$ cat config.mk
export PLATFORM = sky130hd
export DESIGN_NAME = alarm_controller
export DESIGN_NICKNAME = d
export VERILOG_FILES = /design/src/rtl/alarm_controller.sv
export SDC_FILE = /design/constraint.sdc
export NUM_CORES = 1
export LEC_CHECK = 0
export BUFFER_PORTS_ARGS = -buffer_cell sky130_fd_sc_hd__buf_2
export CAP_MARGIN = 40
export CORE_MARGIN = 5
export CORE_UTILIZATION = 58
export DETAILED_ROUTE_END_ITERATION = 8
export PLACE_DENSITY_LB_ADDON = 0.25
export SLEW_MARGIN = 5
export SYNTH_ARGS = -nofsm -noshare
export SYNTH_HDL_FRONTEND = slang
export SYNTH_SLANG_ARGS = --single-unit
$ cat constraint.sdc
create_clock -name clk -period 3.4 [get_ports clk]
set_input_delay 0.68 -clock clk [delete_from_list [all_inputs] [get_ports clk]]
set_output_delay 0.68 -clock clk [all_outputs]
set_load 0.01 [all_outputs]
$ cat src/rtl/alarm_controller.sv
// Intruder alarm sequencer: exit/entry delays, instant zones, timed siren and
// sticky zone capture. All timing advances on the one-cycle tick strobe.
module alarm_controller #(
    parameter int unsigned EXIT_DLY   = 10,
    parameter int unsigned ENTRY_DLY  = 8,
    parameter int unsigned SIREN_TIME = 20
) (
    input  logic       clk,
    input  logic       reset_n,
    input  logic       tick,
    input  logic [4:0] opening,
    input  logic       arm_req,
    input  logic       disarm_req,
    output logic [2:0] state,
    output logic [4:0] alarm_zones,
    output logic       siren,
    output logic [3:0] countdown,
    output logic       arm_fail
);

    typedef enum logic [2:0] {
        ST_DISARMED = 3'd0,
        ST_EXIT     = 3'd1,
        ST_ARMED    = 3'd2,
        ST_ENTRY    = 3'd3,
        ST_ALARM    = 3'd4
    } state_e;

    localparam logic [7:0] EXIT_LD  = 8'(EXIT_DLY);
    localparam logic [7:0] ENTRY_LD = 8'(ENTRY_DLY);
    localparam logic [7:0] SIREN_LD = 8'(SIREN_TIME);

    state_e     state_q, state_d;
    logic [7:0] cnt_q, cnt_d;
    logic [4:0] zones_q, zones_d;
    logic       arm_fail_q, arm_fail_d;

    // NOTE: every register, including the sticky zone record, is in the async
    // reset so that reset silences the siren without needing a clock edge.
    always_ff @(posedge clk or negedge reset_n) begin
        if (!reset_n) begin
            state_q    <= ST_DISARMED;
            cnt_q      <= 8'd0;
            zones_q    <= 5'd0;
            arm_fail_q <= 1'b0;
        end else begin
            // NOTE: non-blocking so all state registers update from the same
            // pre-edge values.
            state_q    <= state_d;
            cnt_q      <= cnt_d;
            zones_q    <= zones_d;
            arm_fail_q <= arm_fail_d;
        end
    end

    always_comb begin
        // NOTE: defaults first keep every path assigned, so no latches infer.
        state_d    = state_q;
        cnt_d      = cnt_q;
        zones_d    = zones_q;
        arm_fail_d = 1'b0;

        if (state_q == ST_DISARMED) begin
            // A disarm in DISARMED outranks a coincident arm and does nothing.
            if (arm_req && !disarm_req) begin
                if (opening == 5'd0) begin
                    state_d = ST_EXIT;
                    cnt_d   = EXIT_LD;
                    zones_d = 5'd0;
                end else begin
                    arm_fail_d = 1'b1;
                end
            end
        end else if (disarm_req) begin
            state_d = ST_DISARMED;
            cnt_d   = 8'd0;
        end else begin
            unique case (state_q)
                ST_EXIT: begin
                    if (tick) begin
                        if (cnt_q <= 8'd1) begin
                            state_d = ST_ARMED;
                            cnt_d   = 8'd0;
                        end else begin
                            cnt_d = cnt_q - 8'd1;
                        end
                    end
                end
                ST_ARMED: begin
                    if (opening[4:1] != 4'd0) begin
                        state_d = ST_ALARM;
                        cnt_d   = SIREN_LD;
                        zones_d = zones_q | opening;
                    end else if (opening[0]) begin
                        state_d    = ST_ENTRY;
                        cnt_d      = ENTRY_LD;
                        zones_d[0] = 1'b1;
                    end
                end
                ST_ENTRY: begin
                    if (opening[4:1] != 4'd0) begin
                        state_d = ST_ALARM;
                        cnt_d   = SIREN_LD;
                        zones_d = zones_q | {opening[4:1], 1'b0};
                    end else if (tick) begin
                        if (cnt_q <= 8'd1) begin
                            state_d = ST_ALARM;
                            cnt_d   = SIREN_LD;
                        end else begin
                            cnt_d = cnt_q - 8'd1;
                        end
                    end
                end
                ST_ALARM: begin
                    zones_d = zones_q | opening;
                    if (tick && cnt_q != 8'd0) begin
                        cnt_d = cnt_q - 8'd1;
                    end
                end
                default: begin
                    state_d = ST_DISARMED;
                    cnt_d   = 8'd0;
                end
            endcase
        end
    end

    assign state       = state_q;
    assign alarm_zones = zones_q;
    assign arm_fail    = arm_fail_q;
    assign siren       = (state_q == ST_ALARM) && (cnt_q != 8'd0);

    always_comb begin
        countdown = 4'd0;
        if (state_q == ST_EXIT || state_q == ST_ENTRY || state_q == ST_ALARM) begin
            countdown = (cnt_q > 8'd15) ? 4'd15 : cnt_q[3:0];
        end
    end

endmodule

==> results of run 1 <==
worst max-delay path: stages, from the launching register on:
cell     delay (ps)
dfrtp_1         450
nor4_1          700
a31oi_1         150
buf_2           170
power groups by stage:
stage	sequential [mW]	clock, mW	combinational, mW
after floorplan	0.315	0	0.242
after detailed placement	0.318	0	0.333
after global routing	0.325	0.124	0.365
after global placement	0.317	0	0.328
after CTS	0.314	0.112	0.335
final	0.315	0.112	0.335
cell families (layout without fill, tap and decap cells):
logic type,Yosys count,after routing
AND/OR/NAND/NOR,57,57
AO/OA/AOI/OAI,43,43
flip-flops,17,17
buffers and inverters,17,35
multiplexers,4,4
adder cells (fa/ha/maj),3,3
XOR/XNOR,3,3
synthesized netlist by cell type, drive strengths merged (3+ instances only):
library cell   n  area share, %
o211ai         3            1.8
nand2          6            1.8
or4            3            2.1
nand2b         4            2.0
nor2          17            5.1
a21oi          7            2.8
o22ai          4            2.0
a31oi          8            4.0
clkbuf         5            1.5
buf            4            2.1
nand3          3            1.2
dfrtp         17             34
o21ai          4            1.6
nor2b          3            1.5
ha             3            3.0
o211a          3            2.4
nor4           4            3.2
inv            8            2.4
nor3           5            2.0
mux2i          3            2.4
o31ai          3            2.2
registers in the layout, summed over array words and instances (netlist names):
name         cells
alarm_zones      5
arm_fail         1
cnt_q            8
state            3
cell type report:
cell class	count	area, um2	area share, %
multi-input combinational	110	754	54.5
sequential	17	425	30.7
clock buffer	4	26.3	1.90
inverter	8	30.0	2.17
timing repair buffer	23	115	8.31
tap	27	33.8	2.44
per-stage QoR:
step	cell area, um2	cells	power (mW)
finish	1390	189	0.762
global route	1390	189	0.815
CTS	1390	189	0.761
detailed placement	1360	185	0.650
global placement	1360	185	0.644
floorplan	1250	144	0.557
layer usage:
layer	wire (um)	vias to the layer above
met1	1380	545
met2	1270	57
met4	41	0
li1	-	578
met5	0	-
met3	256	5
final timing paths:
path                       cells past startpoint                          to                  startpoint
max                                            3                       siren        cnt_q[5]$_DFFE_PN0P_
min                                            1        state[0]$_DFFE_PN0P_                     reset_n
max reg2reg                                    5        cnt_q[1]$_DFFE_PN0P_        state[1]$_DFFE_PN0P_
min reg2reg                                    2  alarm_zones[2]$_DFFE_PN0P_  alarm_zones[2]$_DFFE_PN0P_
max in group asynchronous                      1        cnt_q[0]$_DFFE_PN0P_                     reset_n
min in group clk                               2  alarm_zones[2]$_DFFE_PN0P_  alarm_zones[2]$_DFFE_PN0P_
==> out/results.ini, run 1 <==
[power]
leakage_nw=0.607
p_sw_share_pct=41.5
p_int_mw=0.445
power.share.clock_pct=14.7
share_seq_of_total_power_pct=41.3
p_comb_share_pct=43.9
p_sw_mw=0.316
power_density_nw_per_um2=550
ir_drop_mv=0.366

[logic_synthesis]
netlist_area_um2=1250
yosysSeqAreaShare_pct=33.9
synth_nets=157
synth_top_family_by_area=compound AO/OA/AOI/OAI gates
postSynthAreaPerCell_um2=8.71
synth_cell_type_count=48
synth_edf_count=0
ys_ff_latch=17
synthAdderAreaFrac_pct=2.99
synth-simple-area-share_pct=25.7
ys_warn_count=0
ys_async_sr_fraction_pct=100
yosys_most_used_dff=dfrtp_1
syn_inst=144
synth_compound_area_share_pct=25.7
synth_xor_xnor_area_share_pct=2.09
synth_mux_area_share_pct=3.59

[route]
drt_wl_total_mm=2.94
first_iter_violations=77
avgRoutedWirePerCell_um=15.6
drc=0
vias=1185
dr.pass1.iters=5
viasPerCell=6.27
ant_nets=0

[setup_path]
end_kind=output port
required_ps=2720
critPathLaunchType=flip-flop
crit_fanout=6
critPathKind=flip-flop to output port
critical_path_arrival_ps=1770
reg2reg_slack_ps=1070

[global_routing]
grt_max_degree=20
grt_pass1_vias=1068
grt-ovfl-total=0
gr-usage-met2_pct=28.1
grtUsageMet3_pct=3.67
grt_pass1_wl_mm=4.75
grt_most_used_layer=met2
grt.total_usage_pct=18.4
use_met1_pct=25.9
antenna_found_initial=0

[timing]
setup_tns_ps=0
holdWs_ps=276
worst_slew_pin_slew_ps=756
slew_viol_final=0
finalCritPeriodShare_pct=72.1
min_period_ps=2450
relSlewSlack_pct=49.1
finalHoldViolations=0
fmax_ghz=0.408
clock_skew_ps=13.8
setup_slack_ps=950
setup_viol=0
grt_setup_unrepaired=false

[final_layout]
layout_commonest_cell=buf_2
drive_gt1_share_pct=21.0
mostFrequentLayoutCells=buf_2, nor2_1, dfrtp_1, inv_1, a31oi_1
fillerInstances=162
fin_util_pct=69.2
area_delta_synth_final_pct=10.4
nNetsFinal=176
antenna_cells=0

[min_path]
min_path_type=input pin to asynchronous set/reset pin

[clocking]
cts_root_buffer=clkbuf_4
cts_tree=done
post_cts_buffers=0
cts_resized=0
clockBufferDepth=2
clk_latency_ps=300
cts-buffers-inserted=3
clock_sinks=17
clk_pin_slew_ps=110
htree_levels=1
hold_buffers=0

[die]
die-height_um=56.5
die-area_um2=3190
rows=16
ioPinCount=24
initial_core_util_pct=62.7
core-area_um2=2000
die_width_um=56.5

[placement]
dp_hpwl_mm=2.18
gp_congestion=0.906
port_buffers=23
pre_cts_ws_ps=874

[run_status]
status=finished, final reports clean

[flow_run]
cap_violations=0

Note: power is estimated with default switching activity, not from simulation.
==> inputs of run 2 (changes only) <==
- ABC_AREA: unset -> 1
- CORE_UTILIZATION: 58 -> 49
- clock period: 3.4 -> 2.2 ns (I/O delays scaled with it)
==> out/results.ini, run 2 <==
[logic_synthesis]
synth_nets=191  ; was 157
postSynthAreaPerCell_um2=7.09  ; was 8.71 um2
ys_warn_count=0  ; unchanged
synth_top_area_share_pct=33.7  ; was 33.9%
synth_cell_type_count=30  ; was 48
synth_area_leaders=dfrtp_1, nand2_1, inv_1, nor2_1, o21ai_0  ; was dfrtp_1, nor2_1, a31oi_1, ha_1, a21oi_1
synth.most_common_cell=nand2_1
yosysTopAreaCell=dfrtp_1  ; unchanged
yosys_most_used_dff=dfrtp_1  ; unchanged
syn_inst=178  ; was 144
yosysSeqAreaShare_pct=33.7  ; was 33.9%
synth_edf_count=0  ; unchanged
netlist_area_um2=1260  ; was 1250 um2
synth_top_cells_by_count=nand2_1, inv_1, nor2_1, dfrtp_1, o21ai_0  ; was dfrtp_1, nor2_1, a31oi_1, inv_1, a21oi_1
ys_ff_latch=17  ; unchanged
ys_async_sr_fraction_pct=100  ; unchanged

[final_layout]
largest_reg_flops=8  ; unchanged
top_register=cnt_q  ; unchanged
area_delta_synth_final_pct=18.6  ; was 10.4%
antenna_cells=0  ; unchanged
drive_gt1_share_pct=29.9  ; was 21.0%
layout_commonest_cell=nand2_1  ; was buf_2
nNetsFinal=225  ; was 176
mostFrequentLayoutCells=nand2_1, buf_2, inv_1, nor2_1, dfrtp_1  ; was buf_2, nor2_1, dfrtp_1, inv_1, a31oi_1

[clocking]
clockBufferDepth=2  ; unchanged
cts_tree=done  ; unchanged
clk_pin_slew_ps=110  ; about the same
clk_latency_ps=310  ; was 300 ps
cts-buffers-inserted=3  ; unchanged
htree_levels=1  ; unchanged
cts_root_buffer=clkbuf_4  ; unchanged
clock_sinks=17  ; unchanged

[die]
core-area_um2=2480  ; was 2000 um2
rows=18  ; was 16
die-height_um=60.8  ; was 56.5 um
die_width_um=60.8  ; was 56.5 um
ioPinCount=24  ; unchanged
die-area_um2=3690  ; was 3190 um2
initial_core_util_pct=51.0  ; was 62.7%

[power]
power.share.clock_pct=7.7  ; was 14.7%
p_sw_share_pct=52.9  ; was 41.5%
ir_drop_mv=0.840  ; was 0.366 mV
power_density_nw_per_um2=1590  ; was 550 nW/um2
p_int_mw=1.12  ; was 0.445 mW
leakage_nw=0.830  ; was 0.607 nW
p_sw_mw=1.26  ; was 0.316 mW
share_seq_of_total_power_pct=23.2  ; was 41.3%
p_comb_share_pct=69.1  ; was 43.9%
finalPower_mw=2.38  ; was 0.762 mW

[timing]
grt_setup_unrepaired=false  ; unchanged
worst_slew_pin_slew_ps=426  ; was 756 ps
finalHoldViolations=0  ; unchanged
setup_viol=0  ; unchanged
clock_skew_ps=6.02  ; was 13.8 ps
min_period_ps=2050
setup_tns_ps=0  ; unchanged
finalCritPeriodShare_pct=93.4
fmax_ghz=0.487
slew_viol_final=0  ; unchanged
relSlewSlack_pct=71.6  ; was 49.1%

[setup_path]
required_ps=1760  ; was 2720 ps
r2r_end=cnt_q[7]$_DFFE_PN0P_  ; was cnt_q[1]$_DFFE_PN0P_
cp_slowest_cell=dfrtp_2  ; was nor4_1
reg2reg_from=cnt_q[0]$_DFFE_PN0P_  ; was state[1]$_DFFE_PN0P_
end_kind=output port  ; unchanged
cpLargestDelayFamily=flip-flops  ; was simple AND/OR/NAND/NOR gates
crit_fanout=5  ; was 6
worstPathBufferInverterCount=4  ; was 1
reg2reg_slack_ps=400  ; was 1070 ps
critPathLaunchType=flip-flop  ; unchanged
critPathLaunch=state[0]$_DFFE_PN0P_  ; was cnt_q[5]$_DFFE_PN0P_
crit_end=countdown[3]  ; was siren
critPathKind=flip-flop to output port  ; unchanged
cp.depth=8  ; was 3
cp_cell_sequence=inv_2, nand2_2, nor2_4, inv_2, o21ai_2, o21ai_0, inv_1, buf_2  ; was nor4_1, a31oi_1, buf_2
r2r_cells=10  ; was 5
critical_path_arrival_ps=1610  ; was 1770 ps
max_stage_delay_ps=450  ; was 700 ps
worst_path_most_repeated_cell=inv_2

[global_routing]
grt.total_usage_pct=18.9  ; was 18.4%
grt_pass1_vias=1181  ; was 1068
grt_pass1_wl_mm=5.16  ; was 4.75 mm
grt_max_degree=18  ; was 20
grt-ovfl-total=0  ; unchanged
antenna_found_initial=0  ; unchanged

[min_path]
min_path_type=input pin to asynchronous set/reset pin  ; unchanged

[route]
avgRoutedWirePerCell_um=12.8  ; was 15.6 um
dr.pass1.iters=4  ; was 5
drt_wl_total_mm=3.09  ; was 2.94 mm
first_iter_violations=30  ; was 77
viasPerCell=5.08  ; was 6.27
drc=0  ; unchanged
vias=1225  ; was 1185
ant_nets=0  ; unchanged

[placement]
gp_congestion=0.925  ; was 0.906
port_buffers=23  ; unchanged
dp_hpwl_mm=2.34  ; was 2.18 mm

[run_status]
status=finished, final reports clean  ; unchanged

[flow_run]
cap_violations=0  ; unchanged

## run 2: power groups by stage
stage	clock [mW]	combinational, mW	sequential (mW)
after CTS	0.190	1.54	0.563
after floorplan	0	1.15	0.576
final	0.184	1.65	0.552
after detailed placement	0	1.53	0.565
after global routing	0.206	1.84	0.573
after global placement	0	1.51	0.560
## run 2: worst min-delay path by stage
stage,start,endpoint,slack [ps],cells past startpoint
detailed placement,reset_n,alarm_zones[1]$_DFFE_PN0P_,400,1
global route,reset_n,alarm_zones[1]$_DFFE_PN0P_,60,1
global placement,reset_n,alarm_zones[0]$_DFFE_PN0P_,390,1
finish,reset_n,cnt_q[3]$_DFFE_PN0P_,50,1
CTS,reset_n,alarm_zones[3]$_DFFE_PN0P_,60,1
floorplan,reset_n,alarm_zones[0]$_DFFE_PN0P_,140,0
## run 2: metal layers
metal	vias up	global-route usage, %	part of all wire (%)
met5	-	0	0
met4	0	8.36	1.8
met3	5	2.77	5.3
met2	38	30.4	45
met1	553	25.2	48
li1	629	-	-
## run 2: worst register-to-register path, delay by kind of cell, from the launching register on
family	cells	cell delay, ps
DFF	1	430
buffers and inverters	1	110
AOI/OAI and AO/OA	2	220
and+or+nand+nor	6	740
adders and majority gates	1	250
## run 2: cell families after synthesis
group | after synthesis | synth area share [%]
simple gates | 87 | 32.4
compound gates | 36 | 18.7
buf+inv | 31 | 9.42
flops | 17 | 33.7
xor+xnor | 4 | 2.78
fa+ha+maj | 3 | 2.97
## run 2: stage by stage
step	util (%)	std cells	hold slack [ps]	instance area, um2	worst slack, ps
after CTS	58.2	235	56.4	1440	26.8
after global routing	60.5	241	58.3	1500	38.6
after floorplan	-	178	144	1260	610
after global placement	57.1	231	388	1420	411
final	60.5	241	52.2	1500	145
after detailed placement	57.1	231	397	1420	383
## run 2: layout make-up
cell class	count	area (um2)
fill	250	980
multi-input combinational	130	728
sequential	17	427
timing repair buffer	29	160
inverter	31	119
tap	30	37.5
clock buffer	4	26.3
## run 2: repair_timing
action,CTS,global route
hold buffers,0,0
endpoints found under the setup margin,0,4
setup buffers,0,6
resized for setup,0,4
==> inputs of run 3 (changes only) <==
- ABC_AREA: 1 -> unset
==> out/results.ini, run 3 (synthesis results as in run 1) <==
[route]
drc=0  ; unchanged
first_iter_violations=64  ; was 30
avgRoutedWirePerCell_um=16.3  ; was 12.8 um
vias=1285  ; was 1225
drt_wl_total_mm=3.42  ; was 3.09 mm
dr.pass1.iters=4  ; unchanged
viasPerCell=6.12  ; was 5.08
ant_nets=0  ; unchanged

[clocking]
clock_sinks=17  ; unchanged
clk_latency_ps=300  ; was 310 ps
htree_levels=1  ; unchanged
clockBufferDepth=2  ; unchanged
clk_pin_slew_ps=110  ; about the same
cts_tree=done  ; unchanged
cts-buffers-inserted=3  ; unchanged
cts_root_buffer=clkbuf_4  ; unchanged

[die]
die-area_um2=3670  ; was 3690 um2
core-area_um2=2450  ; was 2480 um2
die-height_um=60.6  ; was 60.8 um
die_width_um=60.6  ; was 60.8 um
ioPinCount=24  ; unchanged
initial_core_util_pct=51.1  ; was 51.0%
rows=18  ; unchanged

[setup_path]
critical_path_arrival_ps=2280  ; was 1610 ps
crit_fanout=6  ; was 5
required_ps=2390  ; was 1760 ps
end_kind=flip-flop  ; was output port
critPathKind=flip-flop to flip-flop  ; was flip-flop to output port
critPathLaunchType=flip-flop  ; unchanged
r2r_cells=7  ; was 10

[power]
p_sw_share_pct=41.2  ; was 52.9%
ir_drop_mv=0.532  ; was 0.840 mV
p_comb_share_pct=48.5  ; was 69.1%
share_seq_of_total_power_pct=37.3  ; was 23.2%
p_sw_mw=0.527  ; was 1.26 mW
p_int_mw=0.751  ; was 1.12 mW
leakage_nw=0.705  ; was 0.830 nW
power.share.clock_pct=14.1  ; was 7.7%
power_density_nw_per_um2=829  ; was 1590 nW/um2

[timing]
finalHoldViolations=0  ; unchanged
worst_slew_pin_slew_ps=428  ; was 426 ps
relSlewSlack_pct=71.3  ; was 71.6%
clock_skew_ps=3.53  ; was 6.02 ps
min_period_ps=2090  ; was 2050 ps
slew_viol_final=0  ; unchanged
setup_tns_ps=0  ; unchanged
setup_viol=0  ; unchanged
finalCritPeriodShare_pct=94.9  ; was 93.4%
holdWs_ps=48.5  ; was 52.2 ps
fmax_ghz=0.479  ; was 0.487 GHz

[global_routing]
grt_pass1_wl_mm=5.61  ; was 5.16 mm
grt-ovfl-total=0  ; unchanged
use_met1_pct=29.6  ; was 25.2%
grt.total_usage_pct=20.2  ; was 18.9%
grt_most_used_layer=met2  ; unchanged
grt_max_degree=18  ; unchanged
grtUsageMet3_pct=2.77  ; unchanged
gr-usage-met2_pct=30.2  ; was 30.4%
grt_pass1_vias=1198  ; was 1181
antenna_found_initial=0  ; unchanged

[placement]
port_buffers=23  ; unchanged
gp_congestion=0.887  ; was 0.925
dp_hpwl_mm=2.57  ; was 2.34 mm

[final_layout]
area_delta_synth_final_pct=22.8  ; was 18.6%
multi_input_area_um2=772  ; was 728 um2
regArea_um2=425  ; was 427 um2
antenna_cells=0  ; unchanged
largest_reg_flops=8  ; unchanged
mostFrequentLayoutCells=buf_2, buf_4, nor2_1, dfrtp_1  ; was nand2_1, buf_2, inv_1, nor2_1, dfrtp_1
fillerInstances=211  ; was 250
top_register=cnt_q  ; unchanged
drive_gt1_share_pct=29.4  ; was 29.9%
nNetsFinal=194  ; was 225
layout_commonest_cell=buf_2  ; was nand2_1

[min_path]
min_path_type=input pin to asynchronous set/reset pin  ; unchanged

[flow_run]
cap_violations=0  ; unchanged

[run_status]
status=finished, final reports clean  ; unchanged

-- run 3: cell count changes in the layout (fill, tap and decap cells not counted), moves of 3 or more --
cell      previous run  this run
nand2_1             48         6
inv_2                8         0
inv_1               22         8
a22oi_2              4         0
nor2b_1              0         3
buf_4                6        18
mux2i_1              0         3
o22ai_1              0         4
nor3_1               2         5
a31oi_1              1         8
o21ai_0             13         1
nand2b_1             0         4
nand2_2              4         0
-- run 3: through the flow --
stage | worst slack (ps) | area [um2] | util, % | instances | power, mW
CTS | 68.6 | 1520 | 61.8 | 209 | 1.25
finish | 111 | 1540 | 62.8 | 210 | 1.28
global route | -28.7 | 1540 | 62.8 | 210 | 1.37
floorplan | 94.3 | 1250 | - | 144 | 0.862
detailed placement | 29.5 | 1490 | 60.7 | 205 | 1.07
global placement | 53.2 | 1490 | 60.7 | 205 | 1.05
-- run 3: metal layers --
metal  up-vias  share of wire [%]  wire [um]
met5         -                  0          0
met4         0                1.6         55
met2        40                 46       1590
met3         6                6.3        217
met1       627                 46       1560
li1        612                  -          -
-- run 3: timing repair --
action / in CTS / in global routing
setup buffers: 0 / 1
hold buffers: 0 / 0
resized for setup: 0 / 2
endpoints found under the setup margin: 0 / 7
-- run 3: worst max-delay path: stages (launching register included) --
cell	delay [ps]
dfrtp_1	410
inv_1	180
ha_1	240
nor2_1	110
nor4_4	410
o22ai_1	150
buf_4	180
a221o_1	300
-- run 3: area by class of cell --
type,count,share of cell area (%)
Timing Repair Buffer,41,16.2
Multi-Input combinational cell,110,50.1
Tap cell,30,2.44
Inverter,8,1.95
Clock buffer,4,1.70
Sequential cell,17,27.6
-- run 3: power by group through the flow --
stage | Combinational, mW | Clock [mW] | Sequential, mW
after floorplan | 0.374 | 0 | 0.487
after global placement | 0.576 | 0 | 0.476
after detailed placement | 0.588 | 0 | 0.480
after CTS | 0.590 | 0.187 | 0.476
after global routing | 0.676 | 0.199 | 0.493
final | 0.620 | 0.180 | 0.477
-- run 3: final timing paths --
path                                                  from  slack [ps]                         end
max in group asynchronous                          reset_n        1860        cnt_q[5]$_DFFE_PN0P_
min in group clk                                opening[1]         410  alarm_zones[1]$_DFFE_PN0P_
worst max-delay path                  cnt_q[0]$_DFFE_PN0P_         110        cnt_q[6]$_DFFE_PN0P_
worst min-delay path                               reset_n          50        state[1]$_DFFE_PN0P_
worst min register to register  alarm_zones[1]$_DFFE_PN0P_         510  alarm_zones[1]$_DFFE_PN0P_
worst max register to register        cnt_q[0]$_DFFE_PN0P_         110        cnt_q[6]$_DFFE_PN0P_
